===== src/rtl/fare_card_responder_if.sv =====
// fare_card_responder_if
//   Bundle of the tap, programming and response signals between the gate side (master) and the
//   card responder (slave). clk and rst_n are plain ports on the modules, not part of the bundle.
//   Optional macro CONCESSION_EN adds prog_concession.
//   master: drives nfc, card_id, maintenance, reduce_bal, prog_*; samples the responses.
//   slave : samples the requests; drives card_active, fund_enough, resp_valid, busy,
//           balance_out, deduct_err.
interface fare_card_responder_if #(
   parameter int unsigned ID_W  = 4,
   parameter int unsigned BAL_W = 16
);
   logic             nfc;
   logic [ID_W-1:0]  card_id;
   logic             maintenance;
   logic             reduce_bal;
   logic             prog_we;
   logic [ID_W-1:0]  prog_id;
   logic             prog_active;
   logic [BAL_W-1:0] prog_bal;
`ifdef CONCESSION_EN
   logic             prog_concession;
`endif
   logic             card_active;
   logic             fund_enough;
   logic             resp_valid;
   logic             busy;
   logic [BAL_W-1:0] balance_out;
   logic             deduct_err;

   modport master (
      output nfc, card_id, maintenance, reduce_bal, prog_we, prog_id, prog_active, prog_bal,
`ifdef CONCESSION_EN
      output prog_concession,
`endif
      input  card_active, fund_enough, resp_valid, busy, balance_out, deduct_err
   );

   modport slave (
      input  nfc, card_id, maintenance, reduce_bal, prog_we, prog_id, prog_active, prog_bal,
`ifdef CONCESSION_EN
      input  prog_concession,
`endif
      output card_active, fund_enough, resp_valid, busy, balance_out, deduct_err
   );
endinterface


===== src/rtl/fare_card_responder.sv =====
// fare_card_responder
//   Card-side responder for the gate FSM. A tap (nfc) looks the card up in a programmable table
//   and reports card_active/fund_enough; a reduce_bal pulse while the response is held deducts
//   the fare. Optional macro CONCESSION_EN adds a per-card concession bit (half fare).
//   Ports: clk, rst_n (async active-low); bus (slave modport of fare_card_responder_if) carrying
//   nfc/card_id/maintenance/reduce_bal/prog_* in and card_active/fund_enough/resp_valid/busy/
//   balance_out/deduct_err out.
module fare_card_responder #(
   parameter int unsigned NUM_CARDS   = 16,
   parameter int unsigned ID_W        = 4,
   parameter int unsigned BAL_W       = 16,
   parameter int unsigned FARE        = 250,
   parameter int unsigned LATENCY     = 1,
   parameter int unsigned HOLD_CYCLES = 8
) (
   input logic                 clk,
   input logic                 rst_n,
   fare_card_responder_if.slave bus
);
   localparam int unsigned LatW  = (LATENCY > 1) ? $clog2(LATENCY + 1) : 1;
   localparam int unsigned HoldW = (HOLD_CYCLES > 1) ? $clog2(HOLD_CYCLES + 1) : 1;
   localparam logic [BAL_W-1:0] FareVal = BAL_W'(FARE);

   typedef enum logic [1:0] {StIdle, StLookup, StRespond, StDeduct} state_e;

   state_e state_q, state_d;
   logic [ID_W-1:0]  id_q, id_d;
   logic [LatW-1:0]  lat_q, lat_d;
   logic [HoldW-1:0] hold_q, hold_d;
   logic             card_active_q, card_active_d;
   logic             fund_q, fund_d;
   logic             valid_q, valid_d;
   logic [BAL_W-1:0] bal_out_q, bal_out_d;
   logic             err_q, err_d;

   logic             active_q [NUM_CARDS];
   logic [BAL_W-1:0] bal_q    [NUM_CARDS];
`ifdef CONCESSION_EN
   logic             conc_q   [NUM_CARDS];
`endif

   logic             id_ok, prog_ok, ded_we;
   logic             cur_active;
   logic [BAL_W-1:0] cur_bal, cur_fare, ded_val;

   // Out-of-range ids read as an inactive card with zero balance.
   assign id_ok      = 32'(id_q) < NUM_CARDS;
   assign prog_ok    = 32'(bus.prog_id) < NUM_CARDS;
   assign cur_active = id_ok ? active_q[id_q] : 1'b0;
   assign cur_bal    = id_ok ? bal_q[id_q] : '0;
`ifdef CONCESSION_EN
   assign cur_fare   = (id_ok && conc_q[id_q]) ? (FareVal >> 1) : FareVal;
`else
   assign cur_fare   = FareVal;
`endif
   assign ded_val    = cur_bal - cur_fare;

   always_comb begin
      state_d       = state_q;
      id_d          = id_q;
      lat_d         = lat_q;
      hold_d        = hold_q;
      card_active_d = card_active_q;
      fund_d        = fund_q;
      valid_d       = valid_q;
      bal_out_d     = bal_out_q;
      err_d         = 1'b0;
      ded_we        = 1'b0;
      unique case (state_q)
         StIdle: begin
            if (bus.nfc && !bus.maintenance) begin
               id_d    = bus.card_id;
               lat_d   = LatW'(LATENCY);
               state_d = StLookup;
            end
         end
         StLookup: begin
            if (bus.maintenance) begin
               state_d = StIdle;
               bal_out_d = '0;
            end else if (lat_q == LatW'(1)) begin
               card_active_d = cur_active;
               fund_d        = cur_active && (cur_bal >= cur_fare);
               bal_out_d     = cur_bal;
               valid_d       = 1'b1;
               hold_d        = HoldW'(HOLD_CYCLES);
               state_d       = StRespond;
            end else begin
               lat_d = lat_q - LatW'(1);
            end
         end
         StRespond: begin
            // Abort beats reduce_bal; reduce_bal beats timeout.
            if (bus.maintenance) begin
               state_d   = StIdle;
               bal_out_d = '0;
            end else if (bus.reduce_bal) begin
               if (fund_q) begin
                  state_d = StDeduct;
               end else begin
                  err_d   = 1'b1;
                  state_d = StIdle;
               end
            end else if (hold_q == HoldW'(1)) begin
               state_d = StIdle;
            end else begin
               hold_d = hold_q - HoldW'(1);
            end
         end
         StDeduct: begin
            state_d = StIdle;
            if (bus.maintenance) begin
               bal_out_d = '0;
            end else if (bus.prog_we && (bus.prog_id == id_q)) begin
               // Concurrent table write to this card wins; deduction is dropped.
               err_d = 1'b1;
            end else begin
               ded_we    = 1'b1;
               bal_out_d = ded_val;
            end
         end
         default: state_d = StIdle;
      endcase
      if (state_d == StIdle) begin
         card_active_d = 1'b0;
         fund_d        = 1'b0;
         valid_d       = 1'b0;
      end
   end

   always_ff @(posedge clk or negedge rst_n) begin
      if (!rst_n) begin
         state_q       <= StIdle;
         id_q          <= '0;
         lat_q         <= '0;
         hold_q        <= '0;
         card_active_q <= 1'b0;
         fund_q        <= 1'b0;
         valid_q       <= 1'b0;
         bal_out_q     <= '0;
         err_q         <= 1'b0;
      end else begin
         state_q       <= state_d;
         id_q          <= id_d;
         lat_q         <= lat_d;
         hold_q        <= hold_d;
         card_active_q <= card_active_d;
         fund_q        <= fund_d;
         valid_q       <= valid_d;
         bal_out_q     <= bal_out_d;
         err_q         <= err_d;
      end
   end

   always_ff @(posedge clk or negedge rst_n) begin
      if (!rst_n) begin
         for (int i = 0; i < int'(NUM_CARDS); i++) begin
            active_q[i] <= 1'b0;
            bal_q[i]    <= '0;
`ifdef CONCESSION_EN
            conc_q[i]   <= 1'b0;
`endif
         end
      end else begin
         if (ded_we) begin
            bal_q[id_q] <= ded_val;
         end
         if (bus.prog_we && prog_ok) begin
            active_q[bus.prog_id] <= bus.prog_active;
            bal_q[bus.prog_id]    <= bus.prog_bal;
`ifdef CONCESSION_EN
            conc_q[bus.prog_id]   <= bus.prog_concession;
`endif
         end
      end
   end

   assign bus.card_active = card_active_q;
   assign bus.fund_enough = fund_q;
   assign bus.resp_valid  = valid_q;
   assign bus.busy        = (state_q != StIdle);
   assign bus.balance_out = bal_out_q;
   assign bus.deduct_err  = err_q;
endmodule


===== src/flat_wrapper.sv =====
// flat-port wrapper written by rule: the top's interface ports become plain ports
module fare_card_responder_flat 
#(
   parameter int unsigned NUM_CARDS   = 16,
   parameter int unsigned ID_W        = 4,
   parameter int unsigned BAL_W       = 16,
   parameter int unsigned FARE        = 250,
   parameter int unsigned LATENCY     = 1,
   parameter int unsigned HOLD_CYCLES = 8
)
  (clk, rst_n, bus_nfc, bus_card_id, bus_maintenance, bus_reduce_bal, bus_prog_we, bus_prog_id, bus_prog_active, bus_prog_bal, bus_card_active, bus_fund_enough, bus_resp_valid, bus_busy, bus_balance_out, bus_deduct_err);
  fare_card_responder_if #(.ID_W(ID_W), .BAL_W(BAL_W)) bus_i ();
  input logic clk;
  input logic rst_n;
  input wire logic [$bits(bus_i.nfc)-1:0] bus_nfc;
  input wire logic [$bits(bus_i.card_id)-1:0] bus_card_id;
  input wire logic [$bits(bus_i.maintenance)-1:0] bus_maintenance;
  input wire logic [$bits(bus_i.reduce_bal)-1:0] bus_reduce_bal;
  input wire logic [$bits(bus_i.prog_we)-1:0] bus_prog_we;
  input wire logic [$bits(bus_i.prog_id)-1:0] bus_prog_id;
  input wire logic [$bits(bus_i.prog_active)-1:0] bus_prog_active;
  input wire logic [$bits(bus_i.prog_bal)-1:0] bus_prog_bal;
  output wire logic [$bits(bus_i.card_active)-1:0] bus_card_active;
  output wire logic [$bits(bus_i.fund_enough)-1:0] bus_fund_enough;
  output wire logic [$bits(bus_i.resp_valid)-1:0] bus_resp_valid;
  output wire logic [$bits(bus_i.busy)-1:0] bus_busy;
  output wire logic [$bits(bus_i.balance_out)-1:0] bus_balance_out;
  output wire logic [$bits(bus_i.deduct_err)-1:0] bus_deduct_err;
  assign bus_i.nfc = bus_nfc;
  assign bus_i.card_id = bus_card_id;
  assign bus_i.maintenance = bus_maintenance;
  assign bus_i.reduce_bal = bus_reduce_bal;
  assign bus_i.prog_we = bus_prog_we;
  assign bus_i.prog_id = bus_prog_id;
  assign bus_i.prog_active = bus_prog_active;
  assign bus_i.prog_bal = bus_prog_bal;
  assign bus_card_active = bus_i.card_active;
  assign bus_fund_enough = bus_i.fund_enough;
  assign bus_resp_valid = bus_i.resp_valid;
  assign bus_busy = bus_i.busy;
  assign bus_balance_out = bus_i.balance_out;
  assign bus_deduct_err = bus_i.deduct_err;
  fare_card_responder #(.NUM_CARDS(NUM_CARDS), .ID_W(ID_W), .BAL_W(BAL_W), .FARE(FARE), .LATENCY(LATENCY), .HOLD_CYCLES(HOLD_CYCLES)) u_core (.clk(clk), .rst_n(rst_n), .bus(bus_i));
endmodule

===== config.mk =====
export PLATFORM = sky130hd
export DESIGN_NAME = fare_card_responder_flat
export DESIGN_NICKNAME = d
export VERILOG_FILES = /design/src/rtl/fare_card_responder_if.sv /design/src/rtl/fare_card_responder.sv /design/src/flat_wrapper.sv
export SDC_FILE = /design/constraint.sdc
export NUM_CORES = 1
export LEC_CHECK = 0
export CORE_AREA = 3 3 170 172
export DETAILED_ROUTE_END_ITERATION = 8
export DIE_AREA = 0 0 173 175
export GPL_TIMING_DRIVEN = 1
export HOLD_SLACK_MARGIN = 0.03
export PLACE_DENSITY = 0.81
export RECOVER_POWER = 25
export SLEW_MARGIN = 30
export SYNTH_ARGS = -nofsm -noshare
export SYNTH_HDL_FRONTEND = slang
export SYNTH_SLANG_ARGS = --single-unit

===== constraint.sdc =====
create_clock -name clk -period 4.7 [get_ports clk]
set_input_delay 0.94 -clock clk [delete_from_list [all_inputs] [get_ports clk]]
set_output_delay 0.94 -clock clk [all_outputs]
set_load 0.02 [all_outputs]

-- After elaboration in Yosys (flattened, before gate mapping)
Cells that the tools add are included.
- word-level logic and storage cells: 147
- bits of input ports: 31
- output and inout bits: 21
- bits in registers: 303
- muxes and demuxes: 62
- eq/ne operators: 15
- reduce and logical (&&, ||, !) cells: 19
- bitwise gates (word level): 2
- $lt $le $gt $ge: 5
- add/subtract/negate cells: 3
- operators by type and width (cell ; count):
    bitwise mux 256 bit ; 2
    2-to-1 mux 256 bit ; 2
    2-to-1 mux 16 bit ; 9
    demux 16 bit (select 4 bit) ; 2
    binary-select mux 16 bit (select 4 bit) ; 1
    one-hot mux 16 bit (3 select lines) ; 1
    2-to-1 mux 1 bit ; 26
    2-to-1 mux 4 bit ; 5
    bitwise mux 16 bit ; 1
    greater-or-equal comparator 16 x 8 -> 1 bit (second input constant) ; 1
    subtractor 16 x 8 -> 16 bit (second input constant) ; 1
    2-to-1 mux 2 bit ; 7
    greater-or-equal comparator 5 bit (second input constant) ; 2
    < comparator 5 x 1 -> 1 bit (second input constant) ; 2
    != test 2 bit (second input constant) ; 5
    NOT 4 -> 5 bit ; 2
    nonzero test 2 bit ; 5
    one-hot mux 2 bit (4 select lines) ; 1
    one-hot mux 4 bit (2 select lines) ; 1
    != test 2 x 1 -> 1 bit (second input constant) ; 3
    AND reduction 3 bit ; 2
    AND reduction 6 bit ; 1
    logical AND 1 bit ; 5
    binary-select mux 1 bit (select 4 bit) ; 1
    15 further kinds ; 18

-- Depth between registers and ports, before layout
- depth in word-level cells: 10
- depth in mapped cells: 16
- depth with buffers taken out: 9

-- Worst setup path after synthesis
Ideal clock, no wire load.
- kind: reg-to-reg
- start: reg u_core.id_q[3]
- end: reg u_core.bal_q[217] in the netlist's numbering
- data required time: 4.570 ns
- cell stages (with the launch flop): 16
- arrival: 3.512 ns
- clock period less this slack: 3.642 ns
- setup slack: 1.058 ns
- setup time: 0.130 ns
- path buffers: 6
- cells stage by stage: dfrtp_1 clkbuf_1 nor2b_1 clkbuf_1 buf_2 a22oi_1 nand2_1 clkbuf_1 clkbuf_1 inv_1 ha_1 nor3_2 mux2i_1 buf_2 o21a_1 o21ai_0
- cells in the longest elaborated chain, start to end: 9
- elaborated cells on any way between the ends: 19
- classes of those cells: 1 x add/sub; 2 x order compare; 1 x eq/ne; 12 x mux; 1 x bitwise; 2 x reduce/logical
- RTL lines (item ; line ; RTL):
    start: declaration ; fare_card_responder.sv:27 ; logic [ID_W-1:0] id_q, id_d;
    start signal: assignment ; fare_card_responder.sv:144 ; id_q <= id_d;
    NOT 4 -> 5 bit (implied by the code) ; fare_card_responder.sv:50, fare_card_responder.sv:166 ;
    binary-select mux 16 bit (select 4 bit), or another cell as far along ; fare_card_responder.sv:50 ; assign cur_bal = id_ok ? bal_q[id_q] : '0;
    2-to-1 mux 16 bit (implied by the code) or logical AND 1 bit (tied branches) ; fare_card_responder.sv:50, fare_card_responder.sv:166 ;
    2-to-1 mux 16 bit, on equally long branches ; fare_card_responder.sv:50, fare_card_responder.sv:166 ;
    subtractor 16 x 8 -> 16 bit or demux 16 bit (select 4 bit) (tied branches) ; fare_card_responder.sv:56, fare_card_responder.sv:166 ;
    bitwise mux 256 bit ; fare_card_responder.sv:166 ; bal_q[id_q] <= ded_val;
    2-to-1 mux 256 bit (*) ; fare_card_responder.sv:165 ; if (ded_we) begin
    bitwise mux 256 bit ; fare_card_responder.sv:170 ; bal_q[bus.prog_id] <= bus.prog_bal;
    2-to-1 mux 256 bit (*) ; fare_card_responder.sv:168 ; if (bus.prog_we && prog_ok) begin
    end signal: indexed assignment ; fare_card_responder.sv:166 ;
    end signal: indexed assignment ; fare_card_responder.sv:170 ;
    end: declaration ; fare_card_responder.sv:37 ; logic [BAL_W-1:0] bal_q [NUM_CARDS];
Every way passes the cells marked *; elsewhere a longest branch is shown, timed or not. The select of a mux whose other input is x is not followed.
A chain may end at the register's enable or synchronous reset.

-- Worst setup path after layout
- start: reg u_core.id_q[0]
- end: reg u_core.bal_q[47] in the netlist's numbering
The elaborated chain is that of the path after synthesis.

==> impl_metrics.yaml <==
worst_setup_path:
  crit_type: "flip-flop to flip-flop"
  crit_required_ns: 5.08
  setup.worst_path.end_class: "flip-flop"
  critical_path.startpoint_type: "flip-flop"
  cp_max_fo: 40
  path_cells: "buf_4 > mux4_1 > a22o_1 > a221oi_4 > and2b_1 > nand3_2 > o21a_1 > nor3_1 > o21ai_0"
  critical_path.max_stage_delay_ns: 0.99
  slowest_stage: "dfrtp_4"
  arrival_ns: 4.62
cts:
  cts_buffers: 34
  post_cts_buffers: 0
  postCtsResizedCells: 0
  cts_buffer_depth: 3
  cts-root-buf: "clkbuf_16"
  clock-sinks: 303
  ctsHoldBuffers: 0
  clkSlewWorstSetupHoldPaths_ns: 0.06
  clk_latency_ns: 0.52
  h-tree-depth: 2
  cts_tree: "built"
drt:
  vias_per_cell: 6.82
  vias: 15300
  ant_nets: 0
  drtIter0Drc: 2256
  drtPass1Iterations: 5
  routedWlPerCell_um: 23.5
  drcViolationCount: 0
  finalWirelength_um: 53000
cells_and_area:
  drive_gt1_share_pct: 13.0
  area_growth_pct: 12.4
  diodes: 0
  nets: 1884
floorplan:
  start_util_pct: 59.8
  die_area_um2: 30300
  die-width_um: 173
  core_um2: 27600
  io-pin-count: 52
  rows: 61
  fp.dieH_um: 175
power_and_ir_drop:
  peakVddDrop_mv: 0.326
  leakagePower_nw: 7.84
  power_w: 0.00971
  netSwitchingFraction_pct: 36.2
  p_int_w: 0.00619
  p_comb_share_pct: 34.1
  power_frac_clock_pct: 28.8
  powerDensity_nw_per_um2: 523
  p_sw_w: 0.00352
  pwr-share-seq_pct: 37.2
logic_synthesis:
  ys_top_cells_by_area: "dfrtp_1, mux4_2, nand2_1"
  synthesis.nets: 1886
  synth_area_um2: 16500
  seq_area_frac_synth_pct: 45.9
  synth.avg_cell_area_um2: 8.92
  synth.distinct_cells: 63
  synthArstFlopShare_pct: 100
  synthFlopType: "dfrtp_1"
  synthCells: 1852
  yosys.area.top_type: "dfrtp_1"
  synth_edf_count: 0
  yosys_warnings: 0
  synth.top_cell.area_share_pct: 45.9
  ys_seq_elements: 303
sta:
  worst_pin_slew_ns: 1.97
  post-route-min-period_ns: 4.24
  final_max_slew_viol_count: 95
  setup_viol: 0
  relSlewSlack_pct: -31.0
  fin_worst_skew_ns: 0.0132
  clock.fmax_mhz: 236
  finalSetupTns_ns: 0
  min_period_over_period_pct: 90.2
  rsz0062_at_grt: "no"
  hold_violations: 0
grt:
  antenna_found_initial: 0
  grt_max_degree: 123
  grt_pass1_vias: 15100
  grt_pass1_wl_um: 83200
  grt_util_all_layers_pct: 34.6
  grt-ovfl-total: 0
flow_run:
  cap_viol_max_count: 2
placement:
  dpl.hpwl_um: 34900
  routabilityCongestion: 0.950
  numPortBuffers: 51
min_path:
  hold_path.class: "flip-flop to flip-flop"
status:
  status: "finished, violations left"
  failed_checks: "capacitance limit, slew limit"
state kept, by name (all words and copies together), names as in the netlist:
register / cells
u_core.lat_q: 1
u_core.id_q: 4
u_core.bus.balance_out: 16
u_core.bal_q: 256
u_core.bus.resp_valid: 1
u_core.hold_q: 4
u_core.bus.deduct_err: 1
u_core.state_q: 2
u_core.bus.card_active: 1
u_core.bus.fund_enough: 1
u_core.active_q: 16
final timing paths:
kind                                     startpoint                   to  slack [ns]  cells past startpoint
worst max register to register       u_core.id_q[0]     u_core.bal_q[47]        0.46                      9
worst min-delay path            u_core.active_q[12]  u_core.active_q[12]        0.47                      2
worst max-delay path                 u_core.id_q[0]     u_core.bal_q[47]        0.46                      9
worst min register to register  u_core.active_q[12]  u_core.active_q[12]        0.47                      2
min in group asynchronous                     rst_n    u_core.bal_q[103]        0.98                      1
max in group asynchronous                     rst_n    u_core.bal_q[209]        1.29                      2
synthesized netlist by cell type, types with 2 or more instances:
master      n
and3_1     18
mux4_2     66
or2_2       4
nand2b_1    7
nor3_2      6
xnor2_2     3
a22oi_1    37
a31oi_1     4
buf_2      18
buf_1      15
o21ai_0   225
o21ai_1    35
mux2i_1    14
nor4b_1     2
ha_1        3
buf_4       4
o211ai_1   26
nand4_1     7
o221ai_1   12
a221oi_4    3
mux2_2      4
buf_6       9
and2_1      4
a22o_1      8
nand3b_1    2
nor3_1     21
nor2_1    189
xor2_1      7
nand4b_1    2
xnor2_1     7
mux4_1      5
inv_1       9
nor2b_1     7
and4_1      2
a21oi_1   108
nand3_1   104
nand2_1   396
dfrtp_1   303
o21a_1     11
clkbuf_1  122
through the flow:
stage	worst slack, ns	std cells	hold slack [ns]	cell area (um2)	utilization (%)
2_1_floorplan	1.06	1852	0.441	16500	-
3_3_place_gp	0.737	2191	0.453	17400	63.0
3_5_place_dp	0.593	2191	0.462	17400	63.0
4_1_cts	0.519	2250	0.477	18600	67.3
5_1_grt	0.273	2251	0.495	18600	67.2
6_report	0.461	2251	0.475	18600	67.2
cell usage in the layout, fill, tap and decap left out, types with 10 or more instances in the layout:
cell / instances
clkdlybuf4s50_1: 50
nand3_1: 104
o221ai_1: 12
nor2_1: 186
o21a_1: 11
nor3_1: 17
o211ai_1: 26
a21oi_1: 108
mux4_2: 66
a22oi_1: 37
o21ai_1: 35
dfrtp_1: 301
o21ai_0: 225
mux2i_1: 14
and3_1: 18
nor3_2: 10
clkbuf_16: 37
buf_4: 78
nand2_1: 396
per-layer routing:
metal  global-route usage [%]  part of all wire [%]  vias up
li1                         -                     -     6468
met1                     47.0                    37     7377
met2                     53.8                    46     1248
met3                     6.58                    12      254
met4                     17.4                   5.3        0
met5                        0                     0        -
worst max-delay path, delay by kind of cell, from the launching register on:
family,cells,cell delay (ns)
compound gates,4,1.36
mux,1,0.64
buf+inv,1,0.37
simple gates,3,0.71
flops,1,0.99
cell type report:
| type | count | area (um2) |
|---|---|---|
| clock buffer | 45 | 1030 |
| clock inverter | 14 | 153 |
| fill | 2119 | 9060 |
| inverter | 9 | 33.8 |
| multi-input combinational | 1370 | 8170 |
| sequential | 303 | 7590 |
| tap | 378 | 473 |
| timing repair buffer | 132 | 1130 |
power by group through the flow:
stage,logic (W),registers [W],clock network (W)
final,0.00331,0.00361,0.00279
after detailed placement,0.00321,0.00361,0
after global routing,0.00352,0.00365,0.00290
after global placement,0.00312,0.00359,0
after floorplan,0.00228,0.00349,0
after CTS,0.00323,0.00358,0.00280
kinds of logic after synthesis:
group | synth area share [%]
adder cells (fa/ha/maj) | 0.227
AO/OA/AOI/OAI | 16.7
multiplexers | 11.0
AND/OR/NAND/NOR | 20.3
XOR/XNOR | 1.04
flip-flops | 45.9
buffers and inverters | 4.82
(Power assumes the default switching activity.)
